==> src/rtl/serial_xs3_bcd_codec.sv <==
// Bit-serial LSB-first Excess-3 <-> BCD codec with word framing,
// valid stalling and per-digit code-error flags.
module serial_xs3_bcd_codec #(
    parameter int DIGITS = 4
) (
    input  logic clk_i,
    input  logic rst_ni,
    input  logic mode_i,
    input  logic valid_i,
    input  logic x_i,
    output logic z_o,
    output logic zvalid_o,
    output logic digit_err_o,
    output logic word_done_o,
    output logic word_err_o
);

    localparam int              DW    = (DIGITS > 1) ? $clog2(DIGITS) : 1;
    localparam logic [DW-1:0]   DLAST = DW'(DIGITS - 1);
    localparam logic [3:0]      K     = 4'b0011;

    logic [1:0]    p_q, p_d;
    logic          c_q, c_d;
    logic [DW-1:0] d_q, d_d;
    logic          m_q, m_d;
    logic [2:0]    h_q, h_d;
    logic          e_q, e_d;
    logic          derr_q, derr_d;
    logic          wdone_q, wdone_d;
    logic          werr_q, werr_d;

    logic       word_start;
    logic       em;
    logic       k;
    logic       zr;
    logic       borrow;
    logic       carry;
    logic       cn;
    logic       hin;
    logic [3:0] n;
    logic       dig_err;
    logic       last_bit;
    logic       last_dig;

    // Mode is only looked at on the very first bit of a word.
    always_comb begin
        word_start = (p_q == 2'd0) && (d_q == '0);
        em         = word_start ? mode_i : m_q;
        k          = K[p_q];
        zr         = x_i ^ k ^ c_q;
        borrow     = (~x_i & (k | c_q)) | (k & c_q);
        carry      = (x_i & k) | (x_i & c_q) | (k & c_q);
        cn         = em ? carry : borrow;
        hin        = em ? x_i : zr;
        n          = {hin, h_q};
        dig_err    = (n > 4'd9) | (~em & cn);
        last_bit   = (p_q == 2'd3);
        last_dig   = (d_q == DLAST);
    end

    assign z_o      = valid_i & rst_ni & zr;
    assign zvalid_o = valid_i;

    always_comb begin
        p_d     = p_q;
        c_d     = c_q;
        d_d     = d_q;
        m_d     = m_q;
        h_d     = h_q;
        e_d     = e_q;
        derr_d  = 1'b0;
        wdone_d = 1'b0;
        werr_d  = 1'b0;
        if (valid_i) begin
            p_d = p_q + 2'd1;
            c_d = last_bit ? 1'b0 : cn;
            m_d = em;
            h_d = {hin, h_q[2:1]};
            if (last_bit) begin
                derr_d = dig_err;
                if (last_dig) begin
                    d_d     = '0;
                    e_d     = 1'b0;
                    wdone_d = 1'b1;
                    werr_d  = e_q | dig_err;
                end else begin
                    d_d = d_q + DW'(1);
                    e_d = e_q | dig_err;
                end
            end
        end
    end

    always_ff @(posedge clk_i or negedge rst_ni) begin
        if (!rst_ni) begin
            p_q     <= 2'd0;
            c_q     <= 1'b0;
            d_q     <= '0;
            m_q     <= 1'b0;
            h_q     <= 3'd0;
            e_q     <= 1'b0;
            derr_q  <= 1'b0;
            wdone_q <= 1'b0;
            werr_q  <= 1'b0;
        end else begin
            p_q     <= p_d;
            c_q     <= c_d;
            d_q     <= d_d;
            m_q     <= m_d;
            h_q     <= h_d;
            e_q     <= e_d;
            derr_q  <= derr_d;
            wdone_q <= wdone_d;
            werr_q  <= werr_d;
        end
    end

    assign digit_err_o = derr_q;
    assign word_done_o = wdone_q;
    assign word_err_o  = werr_q;

endmodule

==> config.mk <==
export PLATFORM = sky130hd
export DESIGN_NAME = serial_xs3_bcd_codec
export DESIGN_NICKNAME = d
export VERILOG_FILES = /design/src/rtl/serial_xs3_bcd_codec.sv
export SDC_FILE = /design/constraint.sdc
export NUM_CORES = 1
export LEC_CHECK = 0
export CAP_MARGIN = 10
export CORE_MARGIN = 1.5
export CORE_UTILIZATION = 39
export DETAILED_ROUTE_END_ITERATION = 16
export GPL_TIMING_DRIVEN = 0
export PLACE_DENSITY = 0.57
export SLEW_MARGIN = 5
export SYNTH_ARGS = -nofsm -noshare
export SYNTH_HDL_FRONTEND = slang
export SYNTH_SLANG_ARGS = --single-unit
export TNS_END_PERCENT = 100
==> constraint.sdc <==
create_clock -name clk_i -period 2.14 [get_ports clk_i]
set_input_delay 0.428 -clock clk_i [delete_from_list [all_inputs] [get_ports clk_i]]
set_output_delay 0.428 -clock clk_i [all_outputs]
set_load 0.03 [all_outputs]
# Word-level counts from Yosys, hierarchy flattened
# Index checks and enable logic that the tools add are counted.
[totals]
ff_bits = 13
inputBits = 5
output_inout_bits = 5
word_cells = 52
[op_classes]
n_addsub = 2
magnitude_cmp = 2
eq_ne = 2
n_mux = 16
bitwise_logic = 17
n_reduce_logical = 4
[ops]
columns = ["cell", "count"]
rows = [
  ["$mux W1", 14],
  ["$and A1 B1 Y1", 7],
  ["$or A1 B1 Y1", 6],
  ["$add A2 B1 Y2 const B", 2],
  ["$eq A2 B2 Y1 const B", 2],
  ["$gt A4 B4 Y1 const B", 1],
  ["$logic_not A2 Y1", 2],
  ["$lt A2 B3 Y1 const B", 1],
  ["$bmux W1 S2", 1],
  ["$mux W2", 1],
  ["$not A1 Y1", 2],
  ["$reduce_and A2 Y1", 1],
  ["$xor A1 B1 Y1", 2],
  ["$logic_and A1 B1 Y1", 1],
]

# Longest topological paths before layout
# Gate-level depths: netlist (run 1).
[logic_depth]
ltp_word = 12
ltp_mapped = 6

# Least setup slack after synthesis (run 1)
# No wires, ideal clock.
[synth_path]
kind = "reg2out"
start = "register p_q[1]"
end = "output port z_o"
arrival_time_ps = 1270
required_time_ps = 1712
slack_ps = 442
path_stages_with_launch = 5
path_cell_list = "dfrtp_1 -> inv_1 -> ha_1 -> xor2_1 -> and3_1"
[synth_via]
elab_chain_len = 5
[synth_lines]
columns = ["element", "line", "source"]
rows = [
  ["start, declared", "22", "logic [1:0] p_q, p_d;"],
  ["start signal, assigned", "106", "p_q <= p_d;"],
  ["$bmux W1 S2", "49", "k = K[p_q];"],
  ["$mux W1 (implied by the code)", "49", ""],
  ["$xor A1 B1 Y1 (2 in a row)", "50", "zr = x_i ^ k ^ c_q;"],
  ["$and A1 B1 Y1", "61", "assign z_o = valid_i & rst_ni & zr;"],
  ["end, declared", "11", "output logic z_o,"],
]
# No other way between the ends. The select of a mux whose other input is x is not followed.

# Worst setup path after layout (run 1)
[layout_path]
start = "input port valid_i"
end = "output port z_o"
[layout_via]
elab_chain_len = 2
[layout_lines]
columns = ["element", "line", "source"]
rows = [
  ["start, declared", "9", "input logic valid_i,"],
  ["$and A1 B1 Y1 (2 in a row)", "61", ""],
]
# No other way between the ends.

==> results_tabular.tex, run 1 <==
\begin{tabular}{lr}
\hline
Metric & Value \\
\hline
\multicolumn{2}{l}{\textbf{Clocking}} \\
Root Buffer Master & clkbuf\_4 \\
Clock-pin slew on the worst setup and hold paths & 0.07 ns \\
Post-CTS Repair Setup Buffers & 0 \\
Number of buffers inserted during clock tree synthesis & 3 \\
Maximum buffer depth of the clock tree & 2 \\
CTS tree & done \\
H-Tree Level Count & 1 \\
Skew-Pair Late Insertion Delay & 0.27 ns \\
Clock tree sinks & 12 \\
\multicolumn{2}{l}{\textbf{Floorplanning}} \\
IO Count & 10 \\
Initial Utilization & 43.4\% \\
Area of the core & 0.00156 mm2 \\
Die X & 44.7 um \\
Die area & 0.00199 mm2 \\
Rows & 14 \\
Vertical die dimension & 44.7 um \\
\multicolumn{2}{l}{\textbf{Timing}} \\
Tightest slew margin relative to the limit & 62.8\% \\
Post-route clock skew & 0.00158 ns \\
Unrepaired setup endpoints after global routing & false \\
Setup violations, final & 0 \\
Min Tclk post-route & 2.06 ns \\
Slew at the pin closest to its max-slew limit & 0.558 ns \\
Max-slew violations & 0 \\
Final Hold Slack & 0.246 ns \\
Final hold violations & 0 \\
F\_max & 486 MHz \\
Share of the cycle needed by the critical path after routing & 96.2\% \\
\multicolumn{2}{l}{\textbf{Critical path}} \\
Cell repeated most along the worst path & buf\_2 \\
Critical path endpoint category & output pin \\
Worst endpoint required time & 1.71 ns \\
R2r startpoint & p\_q[1]\$\_DFFE\_PN0P\_ \\
Critical path endpoint & z\_o \\
Critical Path AT & 1.63 ns \\
WS Path Type & in2out \\
Source of the critical timing path & valid\_i \\
Series of cell instances along the critical path & clkdlybuf4s50\_1 -> buf\_2 -> and3\_1 -> buf\_2 \\
Biggest cell delay along the critical path & 0.58 ns \\
Largest fanout of any net on the critical path & 9 \\
Kind of start point of the critical path & input port \\
Length in cells of the worst reg-to-reg path & 6 \\
Crit path max-delay cell type & clkdlybuf4s50\_1 \\
Setup slack, reg-to-reg & 0.36 ns \\
Reg-to-reg critical path endpoint & h\_q[2]\$\_DFFE\_PN0P\_ \\
\multicolumn{2}{l}{\textbf{Synthesis}} \\
Total number of yosys warnings & 0 \\
Ranking of synthesized cells by area & dfrtp\_1 44\%, ha\_1 9.2\%, mux2\_4 4.4\% \\
Flop and latch count out of synthesis & 12 \\
Cell count after synthesis & 62 \\
Cell with the most instances after synthesis & dfrtp\_1 \\
FFs w/ async S/R, synth & 100\% \\
Mapped Area & 677 um2 \\
Unique masters post-synth & 30 \\
Number of enable-type register cells in the synthesized netlist & 0 \\
Most common library cells after synthesis & 12 x dfrtp\_1, 7 x inv\_1, 5 x ha\_1 \\
Net count after synthesis & 72 \\
Share of the synthesized area in the top cell type & 44.4\% \\
Commonest register cell after synthesis & dfrtp\_1 \\
Mean instance size in the synthesized netlist & 10.9 um2 \\
Share of synthesized area occupied by flip-flops and latches & 44.4\% \\
Biggest area consumer among synthesized cells & dfrtp\_1 \\
\multicolumn{2}{l}{\textbf{Global route}} \\
First-pass GRT wire length & 2.13 mm \\
Largest net degree at the start of global routing & 14 \\
Initial antenna violation count & 0 \\
GRT Total Usage & 15.1\% \\
Total congestion overflow after global routing & 0 \\
Vias in the first global route & 505 \\
\multicolumn{2}{l}{\textbf{Place}} \\
Placer's final routability congestion estimate & 0.848 \\
Count of port buffers added during placement & 9 \\
Half-perimeter wire length after placement & 903 um \\
Instance area at placement & 787 um2 \\
\multicolumn{2}{l}{\textbf{Outcome}} \\
Result of the run & finished, violations left \\
Failing checks & design-rule violations \\
\multicolumn{2}{l}{\textbf{Pwr}} \\
Part of the power in registers & 35.2\% \\
Leakage power of the design & 0.000406 uW \\
Fraction of power consumed by the clock network & 16.0\% \\
Switching power & 427 uW \\
IR Drop Worst-Case VDD & 0.646 mV \\
Switching part of the total & 38.5\% \\
Logic pwr share & 48.8\% \\
Internal power component & 683 uW \\
Areal power density over the cells & 1330 mW/mm2 \\
\multicolumn{2}{l}{\textbf{Cells and area}} \\
End-of-flow core utilization & 53.6\% \\
Antenna Cells & 0 \\
Multi-input logic area & 359 um2 \\
Count of filler cells inserted in the layout & 146 \\
Number of nets in the layout & 86 \\
Layout cells sized above 1 & 24.0\% \\
Area growth from synthesis to layout & 23.5\% \\
Area used by sequential logic in the layout & 300 um2 \\
Final instance area & 836 um2 \\
\multicolumn{2}{l}{\textbf{Route}} \\
Initial DRC Count & 9 \\
First-pass iteration count of the detailed router & 10 \\
Per-cell routed wire length & 13.2 um \\
Via Count & 497 \\
Routed wire length & 1.21 mm \\
Avg Vias per Cell & 5.46 \\
Post-DRT Antenna Nets & 0 \\
DRC violations left & 1 \\
\multicolumn{2}{l}{\textbf{Flow run}} \\
Max-capacitance violation count & 0 \\
\multicolumn{2}{l}{\textbf{Hold path}} \\
Worst hold-check path type & in2async \\
\hline
\end{tabular}
==> cells in the final DEF (no fill, tap or decap), types with 2 or more instances in the layout <==
master / n
ha_1: 4
mux2_4: 2
dfrtp_1: 12
clkbuf_4: 3
nor2_1: 3
buf_2: 2
inv_1: 6
nand2_1: 4
clkdlybuf4s50_1: 5
dlygate4sd2_1: 3
a31oi_1: 2
mux2_2: 2
o21ai_0: 3
==> area by class of cell <==
type,count,share of cell area (%)
Multi-Input combinational cell,41,43.0
Buffer,2,1.50
Timing Repair Buffer,9,9.73
Inverter,7,3.14
Clock buffer,4,4.34
Sequential cell,12,35.9
Tap cell,16,2.40
==> flip-flops by register name, indices dropped and copies added, names as in the netlist <==
signal / cells
word_done_o: 1
p_q: 2
word_err_o: 1
c_q: 1
h_q: 2
e_q: 1
digit_err_o: 1
d_q: 2
m_q: 1
==> power by group through the flow <==
stage	sequential, uW	combinational (uW)	clock, uW
after floorplan	390	404	0
after global placement	389	517	0
after detailed placement	391	525	0
after CTS	389	544	184
after global routing	402	604	194
final	391	542	178
==> per-layer routing <==
metal / track usage [%] / vias up / share of wire, %
met4: 3.64 / 0 / 0
met3: 7.76 / 0 / 4.3
li1: - / 243 / -
met5: 0 / - / 0
met1: 18.0 / 244 / 48
met2: 24.1 / 10 / 48
==> cell families (layout without fill, tap and decap cells) <==
| group | count (synthesis) | in the layout | synth area share (%) |
|---|---|---|---|
| simple gates | 15 | 15 | 13.7 |
| compound gates | 14 | 14 | 15.3 |
| flops | 12 | 12 | 44.4 |
| buf+inv | 9 | 22 | 5.55 |
| fa+ha+maj | 6 | 6 | 10.7 |
| mux | 4 | 4 | 7.76 |
| xor+xnor | 2 | 2 | 2.59 |
==> critical path: cells and delay by family <==
| kind | cells | cell delay, ns |
|---|---|---|
| AND/OR/NAND/NOR | 1 | 0.17 |
| buffers and inverters | 3 | 1.03 |
==> worst min-delay path by stage <==
stage	startpoint	end	slack, ns
2_1_floorplan	rst_ni	c_q$_DFFE_PN0P_	0.13
3_3_place_gp	p_q[0]$_DFFE_PN0P_	p_q[0]$_DFFE_PN0P_	0.50
3_5_place_dp	p_q[0]$_DFFE_PN0P_	p_q[0]$_DFFE_PN0P_	0.50
4_1_cts	rst_ni	p_q[0]$_DFFE_PN0P_	0.26
5_1_grt	rst_ni	p_q[0]$_DFFE_PN0P_	0.30
6_report	rst_ni	h_q[1]$_DFFE_PN0P_	0.25
==> stage by stage <==
| step | instances | power (uW) | setup slack, ns | TNS, ns |
|---|---|---|---|---|
| after floorplan | 62 | 794 | 0.442 | 0 |
| after global placement | 87 | 906 | -0.613 | -0.742 |
| after detailed placement | 87 | 915 | -0.609 | -0.805 |
| after CTS | 91 | 1120 | 0.0766 | 0 |
| after global routing | 91 | 1200 | 0.0267 | 0 |
| final | 91 | 1110 | 0.0818 | 0 |
==> what timing repair did <==
action                                  in CTS  in global routing
gates resized for setup                     11                  1
pin swaps                                    1                  0
hold buffers                                 0                  0
endpoints found under the setup margin       2                  1
Power figures use the tool's default switching activity.
==> inputs of run 2 (changes only) <==
--- a/config.mk
+++ b/config.mk
@@ -10,7 +10,7 @@
 export CORE_UTILIZATION = 39
 export DETAILED_ROUTE_END_ITERATION = 16
 export GPL_TIMING_DRIVEN = 0
-export PLACE_DENSITY = 0.57
+export PLACE_DENSITY = 0.59
 export SLEW_MARGIN = 5
 export SYNTH_ARGS = -nofsm -noshare
 export SYNTH_HDL_FRONTEND = slang
==> constraint.sdc (replaced) <==
create_clock -name clk_i -period 1.81 [get_ports clk_i]
set_input_delay 0.362 -clock clk_i [delete_from_list [all_inputs] [get_ports clk_i]]
set_output_delay 0.362 -clock clk_i [all_outputs]
set_load 0.03 [all_outputs]
==> results_tabular.tex, run 2 (synthesized netlist as in run 1, its figures left out) <==
\begin{tabular}{lr}
\hline
Metric & Value \\
\hline
\multicolumn{2}{l}{\textbf{Outcome}} \\
Result of the run & finished, violations left \\
Failing checks & design-rule violations, negative setup slack \\
\multicolumn{2}{l}{\textbf{Pwr}} \\
Leakage power of the design & 0.000432 uW \\
Switching power & 536 uW \\
Fraction of power consumed by the clock network & 14.7\% \\
Switching part of the total & 37.1\% \\
Areal power density over the cells & 1630 mW/mm2 \\
Internal power component & 908 uW \\
Part of the power in registers & 31.7\% \\
Logic pwr share & 53.6\% \\
Overall power & 1440 uW \\
IR Drop Worst-Case VDD & 0.793 mV \\
\multicolumn{2}{l}{\textbf{Floorplanning}} \\
Die area & 0.00199 mm2 \\
IO Count & 10 \\
Rows & 14 \\
Die X & 44.7 um \\
Area of the core & 0.00156 mm2 \\
Initial Utilization & 43.4\% \\
Vertical die dimension & 44.7 um \\
\multicolumn{2}{l}{\textbf{Route}} \\
Per-cell routed wire length & 12.6 um \\
Routed wire length & 1.21 mm \\
Initial DRC Count & 13 \\
Via Count & 522 \\
DRC violations left & 1 \\
Avg Vias per Cell & 5.44 \\
Post-DRT Antenna Nets & 0 \\
First-pass iteration count of the detailed router & 10 \\
\multicolumn{2}{l}{\textbf{Global route}} \\
GRT Total Usage & 15.2\% \\
First-pass GRT wire length & 2.18 mm \\
Initial antenna violation count & 0 \\
Vias in the first global route & 511 \\
Largest net degree at the start of global routing & 14 \\
Total congestion overflow after global routing & 0 \\
\multicolumn{2}{l}{\textbf{Clocking}} \\
CTS tree & done \\
Maximum buffer depth of the clock tree & 2 \\
Cts hold-fix bufs & 0 \\
Skew-Pair Late Insertion Delay & 0.27 ns \\
H-Tree Level Count & 1 \\
Number of buffers inserted during clock tree synthesis & 3 \\
Clock tree sinks & 12 \\
Root Buffer Master & clkbuf\_4 \\
Clock-pin slew on the worst setup and hold paths & 0.07 ns \\
\multicolumn{2}{l}{\textbf{Place}} \\
Half-perimeter wire length after placement & 855 um \\
Cell count after placement & 87 \\
Count of port buffers added during placement & 9 \\
Placer's final routability congestion estimate & 0.834 \\
Instance area at placement & 787 um2 \\
\multicolumn{2}{l}{\textbf{Timing}} \\
Setup violations, final & 1 \\
Share of the cycle needed by the critical path after routing & 101\% \\
Post-route clock skew & 0.000458 ns \\
Final hold violations & 0 \\
Final worst setup slack & -0.0160 ns \\
Min Tclk post-route & 1.83 ns \\
F\_max & 548 MHz \\
Sum Neg Setup Slack & -0.0160 ns \\
Unrepaired setup endpoints after global routing & true \\
Slew at the pin closest to its max-slew limit & 0.560 ns \\
Tightest slew margin relative to the limit & 62.6\% \\
Max-slew violations & 0 \\
\multicolumn{2}{l}{\textbf{Critical path}} \\
Setup slack, reg-to-reg & 0.13 ns \\
Critical path endpoint category & output pin \\
Reg-to-reg critical path endpoint & word\_err\_o\$\_DFF\_PN0\_ \\
R2r startpoint & p\_q[1]\$\_DFFE\_PN0P\_ \\
Worst endpoint required time & 1.45 ns \\
Kind of start point of the critical path & flop \\
Length in cells of the worst reg-to-reg path & 7 \\
Critical Path AT & 1.46 ns \\
WS Path Type & reg2out \\
Largest fanout of any net on the critical path & 4 \\
\multicolumn{2}{l}{\textbf{Cells and area}} \\
Most frequent cells in the layout & 12 x dfrtp\_1, 7 x buf\_4, 6 x inv\_1 \\
Number of nets in the layout & 91 \\
Commonest non-fill, non-tap cell in the layout & dfrtp\_1 \\
End-of-flow core utilization & 56.8\% \\
Area growth from synthesis to layout & 30.9\% \\
Antenna Cells & 0 \\
Layout cells sized above 1 & 30.0\% \\
Final std cells w/o fill & 96 \\
Final instance area & 886 um2 \\
Biggest registers after layout & d\_q: 2 flops, h\_q: 2 flops, p\_q: 2 flops \\
\multicolumn{2}{l}{\textbf{Hold path}} \\
Worst hold-check path type & in2async \\
\multicolumn{2}{l}{\textbf{Flow run}} \\
Max-capacitance violation count & 0 \\
\hline
\end{tabular}
-- run 2: cell types whose count changed in the layout (fill, tap and decap cells not counted), sizes merged --
cell           previous run  this run
clkdlybuf4s50             5         4
clkdlybuf4s15             0         1
buf                       3         8
-- run 2: cell type report --
type	count	area [um2]
flip-flops and latches	12	300
clock buffers	4	36.3
plain buffers	2	15.0
fillers	143	673
repair buffers	14	125
inverters	7	26.3
multi-input cells	41	363
well taps	16	20.0
-- run 2: routing by layer --
layer | vias up | global-route usage (%) | share of wire, %
li1 | 254 | - | -
met1 | 255 | 18.4 | 47
met2 | 13 | 24.9 | 47
met3 | 0 | 7.35 | 5.9
met4 | 0 | 1.82 | 0
met5 | - | 0 | 0
-- run 2: power groups by stage --
stage	logic, uW	clock network (uW)	registers (uW)
global placement	610	0	460
finish	774	213	458
detailed placement	617	0	463
floorplan	478	0	461
CTS	717	218	460
global route	856	232	474
-- run 2: stage by stage --
stage	setup slack, ns	hold slack [ns]
2_1_floorplan	0.140	0.0664
3_3_place_gp	-0.807	0.501
5_1_grt	-0.101	0.230
3_5_place_dp	-0.807	0.506
6_report	-0.0160	0.180
4_1_cts	0.000377	0.195
-- run 2: worst max path at each step --
stage	startpoint	end	slack, ns
4_1_cts	p_q[1]$_DFFE_PN0P_	z_o	0.0004
3_3_place_gp	x_i	z_o	-0.81
5_1_grt	p_q[1]$_DFFE_PN0P_	z_o	-0.10
3_5_place_dp	x_i	z_o	-0.81
6_report	p_q[1]$_DFFE_PN0P_	z_o	-0.02
2_1_floorplan	p_q[1]$_DFFE_PN0P_	h_q[2]$_DFFE_PN0P_	0.14
-- run 2: critical path: stages (launching register included) --
cell     delay, ns
dfrtp_1       0.40
inv_2         0.10
ha_4          0.22
xor2_2        0.15
and3_1        0.19
buf_6         0.13
-- run 2: what timing repair did --
item | in CTS | in global routing
setup endpoints to repair | 3 | 3
setup buffers | 3 | 2
endpoints found under the hold margin | 0 | 0
pin swaps | 2 | 2
resized for setup | 17 | 1
